`src/rtl/sdram_host_arbiter_if.sv`:
```
// Host-side bundle of sdram_host_arbiter: two requester ports plus the
// sdram_controller host port. "slave" is the arbiter's view, "master" is the
// environment (requesters and controller) driving it.
interface sdram_host_arbiter_if #(
  parameter int ADDR_W = 24,
  parameter int DATA_W = 16
);
  logic              p0_valid;
  logic              p1_valid;
  logic              p0_we;
  logic              p1_we;
  logic [ADDR_W-1:0] p0_addr;
  logic [ADDR_W-1:0] p1_addr;
  logic [DATA_W-1:0] p0_wdata;
  logic [DATA_W-1:0] p1_wdata;
  logic              p0_ack;
  logic              p1_ack;
  logic              p0_rsp_valid;
  logic              p1_rsp_valid;
  logic [DATA_W-1:0] rsp_data;
  logic              err_timeout;
  logic [ADDR_W-1:0] ctl_addr;
  logic [DATA_W-1:0] ctl_wdata;
  logic              ctl_wr_enable;
  logic              ctl_rd_enable;
  logic              ctl_busy;
  logic              ctl_rd_ready;
  logic [DATA_W-1:0] ctl_rd_data;

  modport slave (
    input  p0_valid, p1_valid, p0_we, p1_we, p0_addr, p1_addr, p0_wdata, p1_wdata,
    input  ctl_busy, ctl_rd_ready, ctl_rd_data,
    output p0_ack, p1_ack, p0_rsp_valid, p1_rsp_valid, rsp_data, err_timeout,
    output ctl_addr, ctl_wdata, ctl_wr_enable, ctl_rd_enable
  );

  modport master (
    output p0_valid, p1_valid, p0_we, p1_we, p0_addr, p1_addr, p0_wdata, p1_wdata,
    output ctl_busy, ctl_rd_ready, ctl_rd_data,
    input  p0_ack, p1_ack, p0_rsp_valid, p1_rsp_valid, rsp_data, err_timeout,
    input  ctl_addr, ctl_wdata, ctl_wr_enable, ctl_rd_enable
  );
endinterface

```
`src/rtl/sdram_host_arbiter.sv`:
```
// sdram_host_arbiter: shares the single sdram_controller host port between two
// requesters, one transaction at a time, and routes read data to the owner.
// Optional macro SDRAM_ARB_FIXED_PRIO_EN: port 0 always wins ties (no RR pointer).
module sdram_host_arbiter #(
  parameter int ADDR_W       = 24,
  parameter int DATA_W       = 16,
  parameter int BUSY_TIMEOUT = 15
) (
  input logic                 clk,
  input logic                 rst_n,
  sdram_host_arbiter_if.slave bus
);
  localparam int              CNT_W   = $clog2(BUSY_TIMEOUT + 1);
  localparam logic [CNT_W-1:0] CNT_MAX = CNT_W'(BUSY_TIMEOUT);

  typedef enum logic [2:0] {IDLE, ISSUE, WAIT_BUSY, WAIT_DONE, RESP} state_t;

  state_t            r_state;
  state_t            w_state_nxt;
  logic              r_owner;
  logic              r_we;
  logic [ADDR_W-1:0] r_ctl_addr;
  logic [DATA_W-1:0] r_ctl_wdata;
  logic [DATA_W-1:0] r_rsp_data;
  logic [CNT_W-1:0]  r_cnt;
  logic              w_grant;
  logic              w_win;
  logic              w_capture;
  logic              w_cnt_inc;
  logic              w_timeout;

  // Winner of a grant this cycle (0 = port 0, 1 = port 1)
`ifdef SDRAM_ARB_FIXED_PRIO_EN
  always_comb begin
    w_win = ~bus.p0_valid;
  end
`else
  logic r_last;

  always_comb begin
    w_win = (bus.p0_valid && bus.p1_valid) ? ~r_last : bus.p1_valid;
  end

  // Round-robin pointer: remembers the last granted port, starts at port 1
  always_ff @(posedge clk or negedge rst_n) begin
    if (!rst_n)       r_last <= 1'b1;
    else if (w_grant) r_last <= w_win;
  end
`endif

  // Next-state logic and per-state strobes
  always_comb begin
    w_state_nxt = r_state;
    w_grant     = 1'b0;
    w_capture   = 1'b0;
    w_cnt_inc   = 1'b0;
    w_timeout   = 1'b0;
    case (r_state)
      IDLE: begin
        if (!bus.ctl_busy && (bus.p0_valid || bus.p1_valid)) begin
          w_grant     = 1'b1;
          w_state_nxt = ISSUE;
        end
      end
      ISSUE: begin
        w_cnt_inc   = 1'b1;
        w_state_nxt = WAIT_BUSY;
      end
      WAIT_BUSY: begin
        if (r_cnt == CNT_MAX) begin
          w_timeout   = 1'b1;
          w_state_nxt = IDLE;
        end else if (!r_we && bus.ctl_rd_ready) begin
          w_capture   = 1'b1;
          w_state_nxt = RESP;
        end else if (bus.ctl_busy) begin
          w_state_nxt = WAIT_DONE;
        end else begin
          w_cnt_inc = 1'b1;
        end
      end
      WAIT_DONE: begin
        if (r_we) begin
          if (!bus.ctl_busy) w_state_nxt = IDLE;
        end else if (bus.ctl_rd_ready) begin
          w_capture   = 1'b1;
          w_state_nxt = RESP;
        end
      end
      RESP:    w_state_nxt = IDLE;
      default: w_state_nxt = IDLE;
    endcase
  end

  // State register
  always_ff @(posedge clk or negedge rst_n) begin
    if (!rst_n) r_state <= IDLE;
    else        r_state <= w_state_nxt;
  end

  // Transaction registers, latched at grant and held until the next grant
  always_ff @(posedge clk or negedge rst_n) begin
    if (!rst_n) begin
      r_owner     <= 1'b0;
      r_we        <= 1'b0;
      r_ctl_addr  <= '0;
      r_ctl_wdata <= '0;
    end else if (w_grant) begin
      r_owner     <= w_win;
      r_we        <= w_win ? bus.p1_we    : bus.p0_we;
      r_ctl_addr  <= w_win ? bus.p1_addr  : bus.p0_addr;
      r_ctl_wdata <= w_win ? bus.p1_wdata : bus.p0_wdata;
    end
  end

  // Busy-wait counter: zero during the enable cycle, so it equals the number
  // of cycles elapsed since the enable; saturates at the timeout value
  always_ff @(posedge clk or negedge rst_n) begin
    if (!rst_n)                              r_cnt <= '0;
    else if (w_grant)                        r_cnt <= '0;
    else if (w_cnt_inc && r_cnt != CNT_MAX)  r_cnt <= r_cnt + 1'b1;
  end

  // Read data capture, held until the next read completes
  always_ff @(posedge clk or negedge rst_n) begin
    if (!rst_n)         r_rsp_data <= '0;
    else if (w_capture) r_rsp_data <= bus.ctl_rd_data;
  end

  assign bus.p0_ack        = (r_state == ISSUE) && !r_owner;
  assign bus.p1_ack        = (r_state == ISSUE) &&  r_owner;
  assign bus.ctl_wr_enable = (r_state == ISSUE) &&  r_we;
  assign bus.ctl_rd_enable = (r_state == ISSUE) && !r_we;
  assign bus.p0_rsp_valid  = (r_state == RESP)  && !r_owner;
  assign bus.p1_rsp_valid  = (r_state == RESP)  &&  r_owner;
  assign bus.err_timeout   = w_timeout;
  assign bus.ctl_addr      = r_ctl_addr;
  assign bus.ctl_wdata     = r_ctl_wdata;
  assign bus.rsp_data      = r_rsp_data;
endmodule

```
`src/flat_wrapper.sv`:
```
// flat-port wrapper written by rule: the top's interface ports become plain ports
module sdram_host_arbiter_flat 
#(
  parameter int ADDR_W       = 24,
  parameter int DATA_W       = 16,
  parameter int BUSY_TIMEOUT = 15
)
  (clk, rst_n, bus_p0_valid, bus_p1_valid, bus_p0_we, bus_p1_we, bus_p0_addr, bus_p1_addr, bus_p0_wdata, bus_p1_wdata, bus_ctl_busy, bus_ctl_rd_ready, bus_ctl_rd_data, bus_p0_ack, bus_p1_ack, bus_p0_rsp_valid, bus_p1_rsp_valid, bus_rsp_data, bus_err_timeout, bus_ctl_addr, bus_ctl_wdata, bus_ctl_wr_enable, bus_ctl_rd_enable);
  sdram_host_arbiter_if #(.ADDR_W(ADDR_W), .DATA_W(DATA_W)) bus_i ();
  input logic clk;
  input logic rst_n;
  input wire logic [$bits(bus_i.p0_valid)-1:0] bus_p0_valid;
  input wire logic [$bits(bus_i.p1_valid)-1:0] bus_p1_valid;
  input wire logic [$bits(bus_i.p0_we)-1:0] bus_p0_we;
  input wire logic [$bits(bus_i.p1_we)-1:0] bus_p1_we;
  input wire logic [$bits(bus_i.p0_addr)-1:0] bus_p0_addr;
  input wire logic [$bits(bus_i.p1_addr)-1:0] bus_p1_addr;
  input wire logic [$bits(bus_i.p0_wdata)-1:0] bus_p0_wdata;
  input wire logic [$bits(bus_i.p1_wdata)-1:0] bus_p1_wdata;
  input wire logic [$bits(bus_i.ctl_busy)-1:0] bus_ctl_busy;
  input wire logic [$bits(bus_i.ctl_rd_ready)-1:0] bus_ctl_rd_ready;
  input wire logic [$bits(bus_i.ctl_rd_data)-1:0] bus_ctl_rd_data;
  output wire logic [$bits(bus_i.p0_ack)-1:0] bus_p0_ack;
  output wire logic [$bits(bus_i.p1_ack)-1:0] bus_p1_ack;
  output wire logic [$bits(bus_i.p0_rsp_valid)-1:0] bus_p0_rsp_valid;
  output wire logic [$bits(bus_i.p1_rsp_valid)-1:0] bus_p1_rsp_valid;
  output wire logic [$bits(bus_i.rsp_data)-1:0] bus_rsp_data;
  output wire logic [$bits(bus_i.err_timeout)-1:0] bus_err_timeout;
  output wire logic [$bits(bus_i.ctl_addr)-1:0] bus_ctl_addr;
  output wire logic [$bits(bus_i.ctl_wdata)-1:0] bus_ctl_wdata;
  output wire logic [$bits(bus_i.ctl_wr_enable)-1:0] bus_ctl_wr_enable;
  output wire logic [$bits(bus_i.ctl_rd_enable)-1:0] bus_ctl_rd_enable;
  assign bus_i.p0_valid = bus_p0_valid;
  assign bus_i.p1_valid = bus_p1_valid;
  assign bus_i.p0_we = bus_p0_we;
  assign bus_i.p1_we = bus_p1_we;
  assign bus_i.p0_addr = bus_p0_addr;
  assign bus_i.p1_addr = bus_p1_addr;
  assign bus_i.p0_wdata = bus_p0_wdata;
  assign bus_i.p1_wdata = bus_p1_wdata;
  assign bus_i.ctl_busy = bus_ctl_busy;
  assign bus_i.ctl_rd_ready = bus_ctl_rd_ready;
  assign bus_i.ctl_rd_data = bus_ctl_rd_data;
  assign bus_p0_ack = bus_i.p0_ack;
  assign bus_p1_ack = bus_i.p1_ack;
  assign bus_p0_rsp_valid = bus_i.p0_rsp_valid;
  assign bus_p1_rsp_valid = bus_i.p1_rsp_valid;
  assign bus_rsp_data = bus_i.rsp_data;
  assign bus_err_timeout = bus_i.err_timeout;
  assign bus_ctl_addr = bus_i.ctl_addr;
  assign bus_ctl_wdata = bus_i.ctl_wdata;
  assign bus_ctl_wr_enable = bus_i.ctl_wr_enable;
  assign bus_ctl_rd_enable = bus_i.ctl_rd_enable;
  sdram_host_arbiter #(.ADDR_W(ADDR_W), .DATA_W(DATA_W), .BUSY_TIMEOUT(BUSY_TIMEOUT)) u_core (.clk(clk), .rst_n(rst_n), .bus(bus_i));
endmodule
```
`config.mk`:
```
export PLATFORM = sky130hd
export DESIGN_NAME = sdram_host_arbiter_flat
export DESIGN_NICKNAME = d
export VERILOG_FILES = /design/src/rtl/sdram_host_arbiter_if.sv /design/src/rtl/sdram_host_arbiter.sv /design/src/flat_wrapper.sv
export SDC_FILE = /design/constraint.sdc
export NUM_CORES = 1
export LEC_CHECK = 0
export ABC_AREA = 1
export BUFFER_PORTS_ARGS = -buffer_cell sky130_fd_sc_hd__buf_2
export CORE_MARGIN = 2
export CORE_UTILIZATION = 40
export DETAILED_ROUTE_END_ITERATION = 8
export PLACE_DENSITY = 0.73
export SYNTH_ARGS = -nofsm -noshare
export SYNTH_HDL_FRONTEND = slang
export SYNTH_SLANG_ARGS = --single-unit
```
`constraint.sdc`:
```
create_clock -name clk -period 1.8 [get_ports clk]
set_input_delay 0.54 -clock clk [delete_from_list [all_inputs] [get_ports clk]]
set_output_delay 0.54 -clock clk [all_outputs]
set_load 0.02 [all_outputs]
```
==> flow_summary.json <==
{
  "start_util_pct": 41.5,
  "synthFlopType": "dfrtp_1",
  "antenna_found_initial": 0,
  "grt.total_usage_pct": 21.1,
  "vias": 3175,
  "cap_violations": 0,
  "cp-start-kind": "flop",
  "worst_pin_slew_ps": 531,
  "nNetsFinal": 650,
  "avgSynthCellArea_sq_um": 8.32,
  "synth.area.top_cells": "dfrtp_1 54%, a21oi_1 13%, nand2_1 13%",
  "synth-seq-cells": 66,
  "grt-ovfl-total": 0,
  "slew_headroom_pct": 64.6,
  "cts_max_path_buffers": 2,
  "dpl_worst_slack_ps": 159,
  "hold_path_class": "input port to asynchronous set/reset pin",
  "power_density_nw_per_um2": 1730,
  "routabilityCongestion": 0.779,
  "drive_above_1_share_pct": 41.3,
  "wire_per_inst_um": 13.6,
  "setup_slack_ps": 0.424,
  "worstPathMaxFanout": 5,
  "peakVddDrop_v": 0.000833,
  "fmax_mhz": 556,
  "grt_max_degree": 49,
  "htreeDepth": 3,
  "fin_area_sq_um": 4380,
  "cp.arrival_ps": 1260,
  "clk_pin_slew_ps": 80,
  "final.setup.tns_ps": 0,
  "core_area_sq_um": 7290,
  "rsz0062_at_grt": "yes",
  "p_total_mw": 7.56,
  "cp-end-kind": "output pin",
  "netlist.area_leader.share_pct": 53.7,
  "die_y_um": 91.0,
  "use_met3_pct": 3.98,
  "antenna_cells": 0,
  "port_buffers": 166,
  "drc_errors": 0,
  "synth_top_cell_by_area": "dfrtp_1",
  "cts_buffers": 9,
  "hold_buffers": 0,
  "period_share_pct": 100,
  "place_area_sq_um": 3990,
  "grt_pass1_wl_um": 14000,
  "syn_to_final_growth_pct": 44.5,
  "ys_types": 26,
  "via_per_inst": 4.89,
  "report.final.slew_viol_count": 0,
  "wirelength_um": 8820,
  "crit_path_start": "u_core.r_state[1]",
  "die_x_um": 91.0,
  "use_met2_pct": 37.7,
  "die-area_sq_um": 8280,
  "status": "finished, final reports clean",
  "finalHoldViolCount": 0,
  "netlist_area_sq_um": 3030,
  "fp-row-count": 31,
  "ys_seq_area_share_pct": 54.6,
  "cts_tree": "done",
  "crit_type": "flop to output pin",
  "drt_iter0_drc": 175,
  "clk_latency_ps": 340,
  "ios": 167,
  "layout_min_cycle_time_ps": 1800,
  "holdWs_ps": 170,
  "synth-edff-count": 0,
  "cts.sinks": 66,
  "finalSetupViolations": 0,
  "postRouteAntennaNets": 0,
  "leakagePower_nw": 2.30,
  "netlist_instances": 364,
  "syn_nets": 469,
  "ys_warn_count": 0,
  "dp_hpwl_um": 6110,
  "grt_busiest_layer": "met2",
  "cp.required_ps": 1260,
  "met1_usage_pct": 25.2,
  "drt-pass1-iter-count": 4,
  "cts_root_buffer": "clkbuf_8",
  "finClkSkew_ps": 7.11,
  "grt_pass1_vias": 3004,
  "async_flop_share_pct": 100,
  "rr_startpoint": "u_core.r_cnt[1]"
}
routing by layer:
metal  vias up  routed length (um)
met3         9                 498
li1       1544                   -
met4         0                 104
met1      1493                3690
met5         -                   0
met2       129                4530
kinds of logic (layout without fill, tap and decap cells):
| logic type | Yosys count | in the layout | synth area share [%] |
|---|---|---|---|
| AO/OA/AOI/OAI | 87 | 87 | 14.9 |
| XOR/XNOR | 2 | 2 | 0.579 |
| adder cells (fa/ha/maj) | 1 | 1 | 0.413 |
| buffers and inverters | 30 | 216 | 5.54 |
| flip-flops | 66 | 66 | 54.6 |
| AND/OR/NAND/NOR | 178 | 178 | 24.0 |
path summary, 6_finish.rpt:
path	endpoint	slack, ps	cells past startpoint
worst max-delay path	bus_ctl_wr_enable	0.4	4
worst min-delay path	u_core.bus.rsp_data[10]	170	1
worst max register to register	u_core.r_cnt[2]	160	10
worst min register to register	u_core.bus.rsp_data[1]	480	2
max in group asynchronous	u_core.bus.ctl_wdata[3]	1100	2
min in group clk	u_core.bus.rsp_data[10]	390	3
critical path: stages, from the launching register on:
cell and delay [ps]:
dfrtp_1 440, inv_2 120, nand3_4 120, nor2_1 110
buf_4 150
stage by stage:
stage	instances	utilization, %
floorplan	364	-
global placement	619	54.7
detailed placement	619	54.7
CTS	642	59.0
global route	649	60.0
finish	649	60.0
flip-flops by register name (all words and copies together), names as in the netlist:
signal and cells:
u_core.r_state 3, u_core.bus.rsp_data 16, u_core.r_owner 1, u_core.r_cnt 4, u_core.r_we 1, u_core.bus.ctl_wdata 16
u_core.r_last 1, u_core.bus.ctl_addr 24
area by class of cell:
type | count | area (sq um)
clock buffers | 11 | 151
clock inverters | 5 | 52.6
fillers | 662 | 2920
inverters | 11 | 46.3
multi-input cells | 268 | 1260
flip-flops and latches | 66 | 1650
well taps | 99 | 124
repair buffers | 189 | 1090
cells in the mapped netlist (2+ instances only):
cell type / count
clkbuf_1: 8
nand2_2: 2
a21oi_1: 80
buf_6: 5
nor2_1: 58
buf_4: 3
nand2_1: 101
nand4_1: 3
inv_2: 4
nand3_1: 10
buf_2: 3
o21ai_0: 4
dfrtp_1: 65
inv_1: 6
cell usage in the layout (no fill, tap or decap), types with 2 or more instances in the layout:
cell,synthesis,routed
buf_2,3,159
nand2_1,101,101
a21oi_1,80,80
dfrtp_1,65,64
nor2_1,58,55
buf_4,3,23
clkbuf_8,0,11
nand3_1,10,8
inv_2,4,5
buf_12,0,5
inv_1,6,4
o21ai_0,4,4
nand3_4,1,3
nand4_1,3,3
clkinv_2,0,3
nor2_2,0,2
inv_4,1,2
nand2_2,2,2
buf_6,5,2
timing repair:
item,in CTS,in global routing
pin swaps,2,3
gates resized for setup,16,7
endpoints found under the setup margin,6,21
buffers inserted,7,7
power by group:
part	switching (mW)	leakage (nW)	internal (mW)
Combinational	2.28	1.43	1.35
Clock	0.557	0.105	0.708
Sequential	0.450	0.772	2.21
Total	3.28	2.30	4.27
Power figures use the tool's default switching activity.
